<file path="config.mk">
export PLATFORM = sky130hd
export DESIGN_NAME = cpubus_master
export DESIGN_NICKNAME = d
export VERILOG_FILES = /design/src/rtl/cpubus_master.sv
export SDC_FILE = /design/constraint.sdc
export NUM_CORES = 1
export LEC_CHECK = 0
export CAP_MARGIN = 20
export CORE_ASPECT_RATIO = 1.4
export CORE_MARGIN = 4
export CORE_UTILIZATION = 50
export CTS_BUF_LIST = sky130_fd_sc_hd__clkbuf_4 sky130_fd_sc_hd__clkbuf_8
export DETAILED_ROUTE_END_ITERATION = 7
export HOLD_SLACK_MARGIN = 0.03
export PLACE_DENSITY_LB_ADDON = 0.2
export SYNTH_ARGS = -nofsm -noshare
export SYNTH_HDL_FRONTEND = slang
export SYNTH_SLANG_ARGS = --single-unit
</file>
<file path="constraint.sdc">
create_clock -name bclk -period 4.9 [get_ports bclk]
set_input_delay 1.225 -clock bclk [delete_from_list [all_inputs] [get_ports bclk]]
set_output_delay 1.225 -clock bclk [all_outputs]
set_load 0.02 [all_outputs]
</file>
<file path="src/rtl/cpubus_master.sv">
//------------------------------------------------------------------------------
// Module   : cpubus_master
// Purpose  : Wishbone classic slave that issues single-beat 68040-style CPU
//            bus cycles (TS/TIP/SIZ/TT/RW, multiplexed AD, TA/TEA termination).
// Revision : 1.0 - initial release
//------------------------------------------------------------------------------
`default_nettype none

module cpubus_master #(
    parameter int TIMEOUT = 255
) (
    input  logic        bclk,
    input  logic        reset,
    input  logic        wb_cyc_i,
    input  logic        wb_stb_i,
    input  logic        wb_we_i,
    input  logic [3:0]  wb_sel_i,
    input  logic [29:0] wb_adr_i,
    input  logic [31:0] wb_dat_i,
    output logic [31:0] wb_dat_o,
    output logic        wb_ack_o,
    output logic        wb_err_o,
    output logic [31:0] bus_ad_o,
    input  logic [31:0] bus_ad_i,
    output logic        bus_ad_t,
    output logic        bus_ts,
    output logic        bus_tip,
    output logic        bus_rw,
    output logic [1:0]  bus_siz,
    output logic [1:0]  bus_tt,
    input  logic        bus_ta,
    input  logic        bus_tea
);

    typedef enum logic [1:0] {
        ST_IDLE = 2'd0,
        ST_ADDR = 2'd1,
        ST_DATA = 2'd2,
        ST_DONE = 2'd3
    } state_t;

    localparam logic [7:0] c_timeout = 8'(TIMEOUT);

    state_t      r_state, w_state;
    logic        r_ts, w_ts;
    logic        r_tip, w_tip;
    logic        r_ad_t, w_ad_t;
    logic        r_rw, w_rw;
    logic [1:0]  r_siz, w_siz;
    logic [31:0] r_ad_o, w_ad_o;
    logic        r_ack, w_ack;
    logic        r_err, w_err;
    logic [31:0] r_dat_o, w_dat_o;
    logic [7:0]  r_cnt, w_cnt;
    logic        r_we, w_we;
    logic [31:0] r_wdat, w_wdat;
    logic        r_abandon, w_abandon;

    logic        w_sel_ok;
    logic [1:0]  w_siz_dec;
    logic [1:0]  w_a_dec;
    logic [7:0]  w_cnt_inc;

    assign w_cnt_inc = r_cnt + 8'd1;

    // Big-endian lane decode: sel bit 3 is AD[31:24], i.e. byte offset 0.
    always_comb begin
        w_sel_ok  = 1'b1;
        w_siz_dec = 2'b00;
        w_a_dec   = 2'b00;
        case (wb_sel_i)
            4'b1000: begin w_siz_dec = 2'b01; w_a_dec = 2'b00; end
            4'b0100: begin w_siz_dec = 2'b01; w_a_dec = 2'b01; end
            4'b0010: begin w_siz_dec = 2'b01; w_a_dec = 2'b10; end
            4'b0001: begin w_siz_dec = 2'b01; w_a_dec = 2'b11; end
            4'b1100: begin w_siz_dec = 2'b10; w_a_dec = 2'b00; end
            4'b0011: begin w_siz_dec = 2'b10; w_a_dec = 2'b10; end
            4'b1111: begin w_siz_dec = 2'b00; w_a_dec = 2'b00; end
            default: w_sel_ok = 1'b0;
        endcase
    end

    always_comb begin
        w_state   = r_state;
        w_ts      = 1'b1;
        w_tip     = 1'b1;
        w_ad_t    = 1'b1;
        w_rw      = 1'b1;
        w_siz     = r_siz;
        w_ad_o    = r_ad_o;
        w_ack     = 1'b0;
        w_err     = 1'b0;
        w_dat_o   = r_dat_o;
        w_cnt     = r_cnt;
        w_we      = r_we;
        w_wdat    = r_wdat;
        w_abandon = r_abandon;

        case (r_state)
            ST_IDLE: begin
                // r_err blocks re-sampling the same rejected request while
                // the master is still seeing its error pulse.
                if (wb_cyc_i && wb_stb_i && !r_err) begin
                    if (!w_sel_ok) begin
                        w_err = 1'b1;
                    end else begin
                        w_state   = ST_ADDR;
                        w_ts      = 1'b0;
                        w_tip     = 1'b0;
                        w_ad_t    = 1'b0;
                        w_ad_o    = {wb_adr_i, w_a_dec};
                        w_rw      = ~wb_we_i;
                        w_siz     = w_siz_dec;
                        w_we      = wb_we_i;
                        w_wdat    = wb_dat_i;
                        w_abandon = 1'b0;
                    end
                end
            end

            ST_ADDR: begin
                w_state   = ST_DATA;
                w_tip     = 1'b0;
                w_rw      = r_rw;
                w_cnt     = 8'd0;
                w_abandon = r_abandon | ~wb_cyc_i;
                if (r_we) begin
                    w_ad_t = 1'b0;
                    w_ad_o = r_wdat;
                end
            end

            ST_DATA: begin
                w_tip     = 1'b0;
                w_rw      = r_rw;
                w_ad_t    = r_ad_t;
                w_cnt     = w_cnt_inc;
                w_abandon = r_abandon | ~wb_cyc_i;
                if (!bus_tea || !bus_ta || (w_cnt_inc == c_timeout)) begin
                    w_state = ST_DONE;
                    w_tip   = 1'b1;
                    w_ad_t  = 1'b1;
                    w_rw    = 1'b1;
                    // TEA has priority; timeout also lands in the error path.
                    if (bus_tea && !bus_ta) begin
                        if (!r_we) begin
                            w_dat_o = bus_ad_i;
                        end
                        w_ack = ~w_abandon;
                    end else begin
                        w_err = ~w_abandon;
                    end
                end
            end

            ST_DONE: begin
                w_state = ST_IDLE;
            end

            default: begin
                w_state = ST_IDLE;
            end
        endcase
    end

    always_ff @(posedge bclk) begin
        if (reset) begin
            r_state   <= ST_IDLE;
            r_ts      <= 1'b1;
            r_tip     <= 1'b1;
            r_ad_t    <= 1'b1;
            r_rw      <= 1'b1;
            r_siz     <= 2'b00;
            r_ad_o    <= 32'd0;
            r_ack     <= 1'b0;
            r_err     <= 1'b0;
            r_dat_o   <= 32'd0;
            r_cnt     <= 8'd0;
            r_we      <= 1'b0;
            r_wdat    <= 32'd0;
            r_abandon <= 1'b0;
        end else begin
            r_state   <= w_state;
            r_ts      <= w_ts;
            r_tip     <= w_tip;
            r_ad_t    <= w_ad_t;
            r_rw      <= w_rw;
            r_siz     <= w_siz;
            r_ad_o    <= w_ad_o;
            r_ack     <= w_ack;
            r_err     <= w_err;
            r_dat_o   <= w_dat_o;
            r_cnt     <= w_cnt;
            r_we      <= w_we;
            r_wdat    <= w_wdat;
            r_abandon <= w_abandon;
        end
    end

    assign wb_dat_o = r_dat_o;
    assign wb_ack_o = r_ack;
    assign wb_err_o = r_err;
    assign bus_ad_o = r_ad_o;
    assign bus_ad_t = r_ad_t;
    assign bus_ts   = r_ts;
    assign bus_tip  = r_tip;
    assign bus_rw   = r_rw;
    assign bus_siz  = r_siz;
    assign bus_tt   = 2'b00;

endmodule

`default_nettype wire
</file>
# Yosys cells after proc, flatten, opt, wreduce, memory -nomap -nowiden
# Cells that the tools add are included.
dict set report classes {
  add_sub_neg 1
  n_mul 0
  div 0
  magnitude_cmp 0
  eq_ne 15
  n_shift 0
  n_mux 29
  bitwise_logic 10
  reduce_logical 25
}
# cell count
set ops {}
lappend ops {{32-bit 2-to-1 mux} 3}
lappend ops {{32-bit case mux with 2 select lines} 1}
lappend ops {{8-bit case mux with 2 select lines} 1}
lappend ops {{1-bit 2-to-1 mux} 13}
lappend ops {{4-bit == test (second input constant)} 3}
lappend ops {{1-bit inverter} 9}
lappend ops {{1-bit case mux with 3 select lines} 3}
lappend ops {{3-bit AND reduction} 3}
lappend ops {{8-bit by 1-bit adder with 8-bit output (second input constant)} 1}
lappend ops {{4-bit by 2-bit == test with 1-bit output (second input constant)} 2}
lappend ops {{8-bit == test (second input constant)} 1}
lappend ops {{2-bit != test (second input constant)} 4}
lappend ops {{2-bit case mux with 4 select lines} 1}
lappend ops {{4-bit AND reduction} 2}
lappend ops {{2-bit OR reduction} 4}
lappend ops {{4-bit OR reduction} 2}
lappend ops {{7-bit OR reduction} 1}
lappend ops {{2-bit 2-to-1 mux} 3}
lappend ops {{2-bit case mux with 3 select lines} 1}
lappend ops {{2-bit nonzero test} 3}
lappend ops {{2-bit == test (second input constant)} 2}
lappend ops {{4-bit by 1-bit == test with 1-bit output (second input constant)} 1}
lappend ops {{4-bit by 3-bit == test with 1-bit output (second input constant)} 1}
lappend ops {{1-bit case mux with 2 select lines} 2}
lappend ops {{8 further kinds} 13}
dict set report word_totals {
  register_bits 116
  latchBits 0
  ramBits 0
  rom_bits 0
  inputBits 105
  output_inout_bits 74
  word_cells 94
  n_memories 0
}

# Logic depth before layout (Yosys ltp)
# Gate-level depths: netlist of run 1.
dict set report depth {
  ltp_word 6
  ltp_mapped 10
  depth_no_buf 7
}

# Worst setup path after synthesis of run 1
# No wires, ideal clock.
dict set report synth_path {
  kind {input port to flip-flop}
  start {input wb_sel_i[0]}
  end {register r_ad_o[0], in the netlist bus_ad_o[0]}
  setup_time_ns 0.146
  arrival_time_ns 2.437
  required_time_ns 4.754
  setup_slack_ns 2.317
  cell_stages 7
  path_cell_list {or2_4 a21o_4 o311a_1 buf_6 buf_6 nor2_1 a211oi_2}
}
dict set report synth_between {
  elab_chain_cells 6
  word_cells_on_any_way 16
}
# element line_no
set synth_lines {}
lappend synth_lines {{start, declared} 17} ;# input logic [3:0] wb_sel_i,
lappend synth_lines {{4-bit by 2-bit == test with 1-bit output} 71} ;# case (wb_sel_i)
lappend synth_lines {{2-bit OR reduction (no source line)} --}
lappend synth_lines {{2-bit case mux with 3 select lines} 71}
lappend synth_lines {{32-bit 2-to-1 mux} 104} ;# if (!w_sel_ok) begin
lappend synth_lines {{32-bit 2-to-1 mux} 103} ;# if (wb_cyc_i && wb_stb_i && !r_err) begin
lappend synth_lines {{32-bit case mux with 2 select lines} 99} ;# case (r_state)
lappend synth_lines {{end signal, assigned} 189} ;# r_ad_o <= w_ad_o;
lappend synth_lines {{end, declared} 50} ;# logic [31:0] r_ad_o, w_ad_o;
# Parallel ways exist; a longest one is shown, timed or not. The select of a mux whose other input is x is not followed.
# A chain may end at the register's enable or synchronous reset.

# Worst setup path after layout of run 1
dict set report layout_path {
  start {input wb_sel_i[0]}
  end {register r_ad_o[11], in the netlist bus_ad_o[11]}
}
dict set report layout_between {
  elab_chain_cells 5
  word_cells_on_any_way 11
}
# element line_no
set layout_lines {}
lappend layout_lines {{4-bit by 2-bit == test with 1-bit output, or another cell as far along} 71}
lappend layout_lines {{7-bit OR reduction (no source line) *} --}
lappend layout_lines {{1-bit 2-to-1 mux *} 71}
lappend layout_lines {{2-bit != test (no source line) *} --}
lappend layout_lines {{4-bit AND reduction (no source line) *} --}
# Every way passes the cells marked *; elsewhere a longest branch is shown, timed or not.

==> results_dict.tcl, run 1 <==
set metrics [dict create \
    cts_buffers 17 \
    layout-drive-gt1-share 0.106 \
    max_slew_margin 0.301 \
    die_area_sq_um 11600 \
    cp_top_family "compound AO/OA/AOI/OAI gates" \
    grt_max_degree 90 \
    synth_top_area_frac 0.467 \
    timing.rr.end "bus_ad_o[11]$_SDFFE_PP0P_" \
    post_cts_buffers 0 \
    crit_required_ps 5240 \
    syn_inst 578 \
    crit_fanout 30 \
    clock_latency_ps 430 \
    fin_skew_ps 8.36 \
    r2r.worst_path.cells 9 \
    ys_ff_latch 116 \
    async_flop_share 0 \
    die_h_microns 126 \
    gr-usage-all-layers 0.227 \
    drc 0 \
    core_sq_um 9620 \
    critPathMaxStageDelay_ps 660 \
    area_growth_pct 42.6 \
    highest_layer "met4" \
    p_per_area_nw_per_um2 338 \
    grt_pass1_wl_mm 21.3 \
    routed_via_density 5.15 \
    synth_seq_area_share 0.467 \
    path_clk_slew_ps 70 \
    cts_root_buf "clkbuf_8" \
    regToRegSetupSlack_ps 2070 \
    crit_chain "clkdlybuf4s50_1 > or2_4 > a21oi_4 > o311a_2 > buf_4 > nor2_1 > a211oi_2" \
    cp.depth 7 \
    maxCapViolCount 0 \
    synthTopCellsByArea "dfxtp_1 47%, nand2_1 11%, a21oi_1 7.6%" \
    rsz0062_at_grt "false" \
    initial_core_util 0.518 \
    fin_cells 885 \
    yosysWarnings 0 \
    synthesis.area_sq_um 4980 \
    cts_tree "built" \
    n_fill_cell 747 \
    synth-edff-count 0 \
    port_buffers 176 \
    cts.htree.levels 4 \
    post_cts_resize_count 0 \
    postCtsHoldBufs 0 \
    antenna_found_initial 0 \
    crit_path_end "bus_ad_o[11]$_SDFFE_PP0P_" \
    drt-pass1-iter-count 4 \
    crit_buf_inv 2 \
    synth_top_area_cell "dfxtp_1" \
    post-route-util 0.738 \
    vias 4558 \
    r2r_start "r_state[1]$_SDFFE_PP0P_" \
    io_pins 179 \
    drtIter0Drc 255 \
    die_w_microns 92.3 \
    critPathLaunchType "input pin" \
    synth_area_per_cell_sq_um 8.61 \
    dp_cells 853 \
    period_share 0.673 \
    ir_worst_vdd_mv 0.212 \
    setup_viol 0 \
    gr-total-overflow 0 \
    yosysUniqueCellTypes 51 \
    worst_slew_pin_slew_ps 1050 \
    fin_nets 851 \
    fmax_mhz 303 \
    rows 42 \
    dr_wl_met3_mm 1.09 \
    wirelength_met1_mm 5.12 \
    wl_per_cell_microns 15.1 \
    ys.flop_type "dfxtp_1" \
    wl_met2_mm 6.89 \
    hpwl_mm 9.72 \
    cp.arrival_ps 3640 \
    cp-end-kind "flip-flop" \
    drv_slew 0 \
    hp-class "flip-flop to flip-flop" \
    slowest_stage "o311a_2" \
    status "complete, no violations" \
    ant_nets 0 \
    hold_viol_final 0 \
    grt_pass1_vias 4607 \
    routabilityCongestion 0.807 \
    postRouteWirelength_mm 13.3 \
    p_leak_nw 2.36 \
    min_period_ps 3300 \
    clock_path_buffers 2 \
    setup_tns_ps 0 \
    diodes 0 \
    synth_most_common_cell "nand2_1" \
    synthTopCellsByCount "142 x nand2_1, 116 x dfxtp_1, 76 x a21oi_1, 55 x nor2_1, 32 x mux2i_1" \
    startpoint "wb_sel_i[0]" \
    cts.sinks 116 \
    critical_path_class "input pin to flip-flop" \
]
## power breakdown
group	internal [mW]	leakage, nW	switching, mW
registers	1.01	0.941	0.0388
clock network	0.363	0.163	0.384
logic	0.284	1.26	0.312
total	1.66	2.36	0.736
## per-stage QoR
step                      instance area (sq um)  worst slack (ps)  hold WS (ps)  power [mW]
final                                      7100              1600           455        2.39
after global routing                       7100              1460           475        2.52
after CTS                                  7100              1630           456        2.42
after detailed placement                   6750              1180           446        1.67
after global placement                     6750              1280           441        1.65
after floorplan                            4980              2320           436        1.43
## sequential cells by signal, indices dropped and copies added, names as in the netlist
signal     count
bus_ad_o      32
bus_ad_t       1
bus_rw         1
bus_siz        2
bus_tip        1
bus_ts         1
r_abandon      1
r_cnt          8
r_state        2
r_wdat        32
r_we           1
wb_ack_o       1
wb_dat_o      32
wb_err_o       1
## worst min-delay path by stage
stage | endpoint | startpoint | cells after the start | slack [ps]
finish | r_wdat[10]$_SDFFE_PP0P_ | r_wdat[10]$_SDFFE_PP0P_ | 2 | 450
global route | r_wdat[1]$_SDFFE_PP0P_ | r_wdat[1]$_SDFFE_PP0P_ | 2 | 480
CTS | wb_dat_o[7]$_SDFFE_PP0P_ | wb_dat_o[7]$_SDFFE_PP0P_ | 2 | 460
detailed placement | r_wdat[8]$_SDFFE_PP0P_ | r_wdat[8]$_SDFFE_PP0P_ | 2 | 450
global placement | wb_dat_o[4]$_SDFFE_PP0P_ | wb_dat_o[4]$_SDFFE_PP0P_ | 2 | 440
floorplan | r_wdat[10]$_SDFFE_PP0P_ | r_wdat[10]$_SDFFE_PP0P_ | 2 | 440
## logic make-up (layout without fill, tap and decap cells)
family,after synthesis,after routing,share of synthesized area
flip-flops,116,116,0.467
AND/OR/NAND/NOR,230,230,0.194
XOR/XNOR,2,2,0.00352
adder cells (fa/ha/maj),6,6,0.0151
buffers and inverters,50,224,0.0505
other,1,2,0.000753
AO/OA/AOI/OAI,140,140,0.203
multiplexers,33,33,0.0666
## layout make-up
class | count | area [sq um] | share of cell area
Multi-Input combinational cell | 413 | 2420 | 0.341
Sequential cell | 116 | 2320 | 0.327
Timing Repair Buffer | 183 | 1810 | 0.255
Clock buffer | 19 | 255 | 0.0360
Tap cell | 132 | 165 | 0.0233
Clock inverter | 13 | 87.6 | 0.0123
Inverter | 9 | 33.8 | 0.00476
## tightest hold or removal path, cell delays in order, from the launching register on
cell     delay [ps]
dfxtp_1         310
nand2_1          50
a21oi_1          50
## cells in the final DEF (no fill, tap or decap), types with 9 or more instances in the layout
master / Yosys / final
clkdlybuf4s50_1: 0 / 175
nand2_1: 142 / 142
dfxtp_1: 116 / 116
a21oi_1: 76 / 76
nor2_1: 55 / 55
mux2i_1: 32 / 32
a211oi_2: 30 / 30
clkbuf_8: 0 / 18
o21ai_0: 11 / 11
inv_1: 9 / 9
## metal layers
layer	up-vias	global-route usage
met5	-	0
met4	0	0.0761
met3	21	0.0961
met2	147	0.397
met1	2098	0.245
li1	2292	-
Note: power is estimated with default switching activity, not from simulation.
==> run 2: changes to the inputs <==
--- a/config.mk
+++ b/config.mk
@@ -8,7 +8,7 @@
 export CAP_MARGIN = 20
 export CORE_ASPECT_RATIO = 1.4
 export CORE_MARGIN = 4
-export CORE_UTILIZATION = 50
+export CORE_UTILIZATION = 42
 export CTS_BUF_LIST = sky130_fd_sc_hd__clkbuf_4 sky130_fd_sc_hd__clkbuf_8
 export DETAILED_ROUTE_END_ITERATION = 7
 export HOLD_SLACK_MARGIN = 0.03
==> constraint.sdc (replaced) <==
create_clock -name bclk -period 2.8 [get_ports bclk]
set_input_delay 0.7 -clock bclk [delete_from_list [all_inputs] [get_ports bclk]]
set_output_delay 0.7 -clock bclk [all_outputs]
set_load 0.02 [all_outputs]
==> results_dict.tcl, run 2 (same netlist as run 1, synthesis figures left out) <==
set metrics [dict create \
    status "complete, no violations" \
    switching_share 0.281 \
    grt_pass1_wl_mm 22.2 \
    hpwl_mm 9.93 \
    port_buffers 176 \
    die_w_microns 100 \
    crit_chain "clkdlybuf4s50_1 > or2_4 > a21o_4 > o311a_2 > buf_12 > nor2_1 > a211oi_2" \
    die_h_microns 137 \
    r2r_start "r_cnt[0]$_SDFFE_PP0N_" \
    layout_common_cells "175 x clkdlybuf4s50_1, 142 x nand2_1, 116 x dfxtp_1, 76 x a21oi_1, 55 x nor2_1" \
    max_slew_margin 0.619 \
    core_sq_um 11500 \
    fin_skew_ps 7.59 \
    min_period_ps 2320 \
    wl_per_cell_microns 15.4 \
    rsz0062_at_grt "false" \
    maxCapViolCount 0 \
    ir_worst_vdd_mv 0.286 \
    gr-usage-all-layers 0.202 \
    postCtsHoldBufs 0 \
    r2r.worst_path.cells 6 \
    n_fill_cell 1003 \
    p_leak_nw 2.45 \
    die_area_sq_um 13700 \
    layout-drive-gt1-share 0.112 \
    ant_nets 0 \
    fin_nets 858 \
    drtIter0Drc 162 \
    setup_viol 0 \
    intPower_mw 3.25 \
    post_cts_resize_count 0 \
    power_frac_seq 0.407 \
    regToRegSetupSlack_ps 660 \
    critPathLaunchType "input pin" \
    vias 4658 \
    cts.sinks 116 \
    antenna_found_initial 0 \
    clock_latency_ps 410 \
    setup_tns_ps 0 \
    cts_root_buf "clkbuf_8" \
    critical_path_class "input pin to flip-flop" \
    gr-total-overflow 0 \
    postRouteWirelength_mm 13.9 \
    timing.rr.end "bus_ad_t$_SDFFE_PP1P_" \
    crit_fanout 42 \
    p_per_area_nw_per_um2 622 \
    hold_slack_ps 452 \
    fmax_mhz 431 \
    hold_viol_final 0 \
    routabilityCongestion 0.835 \
    clock_path_buffers 2 \
    drt-pass1-iter-count 4 \
    hp-class "flip-flop to flip-flop" \
    drv_slew 0 \
    routed_via_density 5.16 \
    min-delay-start "wb_dat_o[30]$_SDFFE_PP0P_" \
    hold_path_end "wb_dat_o[30]$_SDFFE_PP0P_" \
    initial_core_util 0.435 \
    grt_pass1_vias 4644 \
    drc 0 \
    cts_tree "built" \
    clkPwrFrac 0.356 \
    cp.arrival_ps 2590 \
    period_share 0.828 \
    cts_buffers 17 \
    setup_ws_ps 481 \
    crit_required_ps 3070 \
    cts.htree.levels 4 \
    path_clk_slew_ps 60 \
    critPathMaxStageDelay_ps 520 \
    post_cts_buffers 0 \
    diodes 0 \
    fin_cells 902 \
    final_common_cell "clkdlybuf4s50_1" \
    switching_power_mw 1.27 \
    area_growth_pct 45.9 \
    io_pins 179 \
    worst_slew_pin_slew_ps 572 \
    place_ws_ps 64.3 \
    p_comb_frac 0.237 \
    dp_cells 872 \
    slowest_stage "clkdlybuf4s50_1" \
    post-route-util 0.634 \
    cp-end-kind "flip-flop" \
    holdPathStages 2 \
    grt_max_degree 48 \
    rows 46 \
]
## run 2: cell types whose count changed in the layout (fill, tap and decap cells not counted), sizes merged
cell	before	now
buf	8	15
clkinv	7	3
bufinv	0	3
clkinvlp	6	3
clkbuf	19	21
## run 2: critical path, delay by kind of cell
family | cells | cell delay [ps]
AND/OR/NAND/NOR | 2 | 470
buffers and inverters | 2 | 710
AO/OA/AOI/OAI | 3 | 680
## run 2: through the flow
step / power (mW) / area (sq um)
floorplan: 2.50 / 4980
global route: 4.73 / 7260
finish: 4.52 / 7260
CTS: 4.57 / 7260
global placement: 2.92 / 6850
detailed placement: 2.95 / 6850
## run 2: worst max path at each step
stage / from / endpoint / slack, ps
floorplan: wb_sel_i[0] / bus_ad_o[0]$_SDFFE_PP0P_ / 740
global placement: wb_sel_i[1] / bus_ad_o[26]$_SDFFE_PP0P_ / 130
detailed placement: wb_sel_i[1] / bus_ad_o[16]$_SDFFE_PP0P_ / 60
CTS: wb_sel_i[1] / bus_ad_o[20]$_SDFFE_PP0P_ / 520
global route: wb_sel_i[1] / bus_ad_o[1]$_SDFFE_PP0P_ / 380
finish: wb_sel_i[1] / bus_ad_o[0]$_SDFFE_PP0P_ / 480
## run 2: power groups by stage
stage          clock, mW  sequential (mW)  combinational, mW
4_1_cts             1.65             1.84               1.08
3_5_place_dp           0             1.88               1.07
6_report            1.61             1.84               1.07
5_1_grt             1.73             1.85               1.15
2_1_floorplan          0             1.98              0.524
3_3_place_gp           0             1.87               1.05
## run 2: layout make-up
type / count / area (sq um) / area share
Sequential cell: 116 / 2320 / 0.320
Clock buffer: 21 / 289 / 0.0398
Timing Repair Buffer: 190 / 1890 / 0.260
Inverter: 9 / 33.8 / 0.00465
Multi-Input combinational cell: 413 / 2420 / 0.333
Clock inverter: 9 / 128 / 0.0176
Tap cell: 144 / 180 / 0.0248
## run 2: layer usage
| layer | vias up | routed length (microns) | part of all wire | track usage |
|---|---|---|---|---|
| met4 | 0 | 214 | 0.015 | 0.0682 |
| met2 | 169 | 7150 | 0.52 | 0.360 |
| met1 | 2164 | 5380 | 0.39 | 0.221 |
| li1 | 2310 | - | - | - |
| met5 | - | 0 | 0 | 0 |
| met3 | 15 | 1130 | 0.082 | 0.0694 |
==> run 3: changes to the inputs <==
==> constraint.sdc (replaced) <==
create_clock -name bclk -period 1.87 [get_ports bclk]
set_input_delay 0.4675 -clock bclk [delete_from_list [all_inputs] [get_ports bclk]]
set_output_delay 0.4675 -clock bclk [all_outputs]
set_load 0.02 [all_outputs]
==> results_dict.tcl, run 3 (same netlist as run 1, synthesis figures left out) <==
set metrics [dict create \
    r2r.worst_path.cells 6 \
    rows 46 \
    vias 4882 \
    cp.arrival_ps 2210 \
    cp-end-kind "flip-flop" \
    wl_per_cell_microns 16.5 \
    routed_via_density 5.22 \
    status "complete, no violations" \
    slowest_stage "dfxtp_2" \
    cts_buffers 17 \
    maxCapViolCount 0 \
    drv_slew 0 \
    path_clk_slew_ps 70 \
    p_leak_nw 3.53 \
    wirelength_met1_mm 5.69 \
    clock_path_buffers 2 \
    cts.sinks 116 \
    hold_viol_final 0 \
    max_slew_margin 0.602 \
    power_mw 7.04 \
    drt-pass1-iter-count 6 \
    area_growth_pct 57.1 \
    fin_skew_ps 9.92 \
    hpwl_mm 10.3 \
    layout_common_cells "142 x nand2_1, 113 x dfxtp_1, 102 x clkdlybuf4s50_1, 76 x a21oi_1, 52 x nor2_1" \
    gr-total-overflow 0 \
    clock_latency_ps 430 \
    rsz0062_at_grt "true" \
    grt_pass1_vias 4989 \
    diodes 0 \
    die_area_sq_um 13700 \
    drtIter0Drc 176 \
    grt_pass1_wl_mm 23.4 \
    grt_max_degree 46 \
    final_common_cell "nand2_1" \
    crit_buf_inv 0 \
    critPathLaunchType "flip-flop" \
    gr-usage-all-layers 0.213 \
    fmax_mhz 537 \
    period_share 0.996 \
    ant_nets 0 \
    die_h_microns 137 \
    ir_worst_vdd_mv 0.466 \
    crit_fanout 3 \
    die_w_microns 100 \
    critPathMaxStageDelay_ps 370 \
    dr_wl_met3_mm 1.22 \
    core_sq_um 11500 \
    io_pins 179 \
    postRouteWirelength_mm 15.5 \
    holdPathStages 2 \
    setup_viol 0 \
    cts_tree "built" \
    wl_met2_mm 8.07 \
    min-delay-start "wb_dat_o[7]$_SDFFE_PP0P_" \
    hp-class "flip-flop to flip-flop" \
    post-route-util 0.683 \
    worst_slew_pin_slew_ps 597 \
    antenna_found_initial 0 \
    critical_path_class "flip-flop to flip-flop" \
    layout-drive-gt1-share 0.169 \
    timing.rr.end "r_state[1]$_SDFFE_PP0P_" \
    p_per_area_nw_per_um2 900 \
    n_fill_cell 882 \
    crit_required_ps 2220 \
    hold_path_end "wb_dat_o[7]$_SDFFE_PP0P_" \
    fin_nets 890 \
    initial_core_util 0.435 \
    cts_root_buf "clkbuf_8" \
    drc 0 \
    port_buffers 176 \
    cts.htree.levels 4 \
    r2r_start "r_cnt[0]$_SDFFE_PP0N_" \
    min_period_ps 1860 \
    routabilityCongestion 0.908 \
    crit_chain "ha_4 > and3_4 > mux2_2 > a221o_1 > a21oi_2 > mux2i_1" \
    regToRegSetupSlack_ps 8 \
    highest_layer "met4" \
    cp_top_family "multiplexers" \
]
==> run 3: cell count changes in the layout (fill, tap and decap cells not counted), moves of 5 or more <==
cell,previous run,this run
buf_4,13,29
dlygate4sd2_1,0,30
dlymetal6s2s_1,0,43
clkdlybuf4s50_1,175,102
buf_6,0,5
buf_12,2,9
==> run 3: worst min-delay path: cells and delay by family (launching register included) <==
family	cells	cell delay (ps)
DFF	1	310
AOI/OAI and AO/OA	1	50
and+or+nand+nor	1	50
==> run 3: what timing repair did <==
action	in CTS	in global routing
setup endpoints to repair	63	108
gates resized for setup	34	67
buffers inserted	0	2
hold buffers	0	0
pin swaps	1	7
cloned	0	6
endpoints found under the hold margin	0	0
==> run 3: report_power, final <==
part | switching [mW] | internal (mW) | total [mW]
sequential | 0.101 | 2.65 | 2.75
clock | 0.977 | 1.50 | 2.48
combinational | 0.939 | 0.867 | 1.81
total | 2.02 | 5.02 | 7.04
==> run 3: metal layers <==
layer  track usage  vias up
met5             0        -
met4         0.108        0
met3        0.0694       37
met2         0.376      195
met1         0.225     2275
li1              -     2375
==> run 3: per-stage QoR <==
stage | cells | setup slack, ps | TNS (ps) | hold WS [ps] | cell area, sq um
floorplan | 579 | 12.6 | 0 | 436 | 4980
global placement | 896 | -453 | -28770 | 441 | 7110
detailed placement | 896 | -560 | -34900 | 446 | 7110
CTS | 927 | -36.3 | -282 | 454 | 7520
global route | 935 | -81.7 | -490 | 470 | 7820
finish | 935 | 7.92 | 0 | 449 | 7820
==> run 3: how the worst max path moves through the flow <==
| stage | startpoint | endpoint | slack [ps] | cells after the start |
|---|---|---|---|---|
| after global placement | wb_sel_i[0] | bus_ad_o[14]$_SDFFE_PP0P_ | -450 | 7 |
| after CTS | wb_sel_i[0] | bus_ad_o[11]$_SDFFE_PP0P_ | -40 | 7 |
| final | r_cnt[0]$_SDFFE_PP0N_ | r_state[1]$_SDFFE_PP0P_ | 8 | 6 |
| after detailed placement | wb_sel_i[0] | bus_ad_o[30]$_SDFFE_PP0P_ | -560 | 8 |
| after global routing | r_cnt[1]$_SDFFE_PP0N_ | r_state[1]$_SDFFE_PP0P_ | -80 | 7 |
| after floorplan | r_state[0]$_SDFFE_PP0P_ | wb_dat_o[2]$_SDFFE_PP0P_ | 10 | 8 |
==> run 3: cell type report <==
| type | instances | area [sq um] | area share |
|---|---|---|---|
| sequential | 116 | 2330 | 0.297 |
| tap | 144 | 180 | 0.0230 |
| clock buffer | 23 | 310 | 0.0397 |
| clock inverter | 8 | 123 | 0.0157 |
| inverter | 9 | 36.3 | 0.00464 |
| timing repair buffer | 221 | 2340 | 0.299 |
| multi-input combinational | 414 | 2500 | 0.320 |
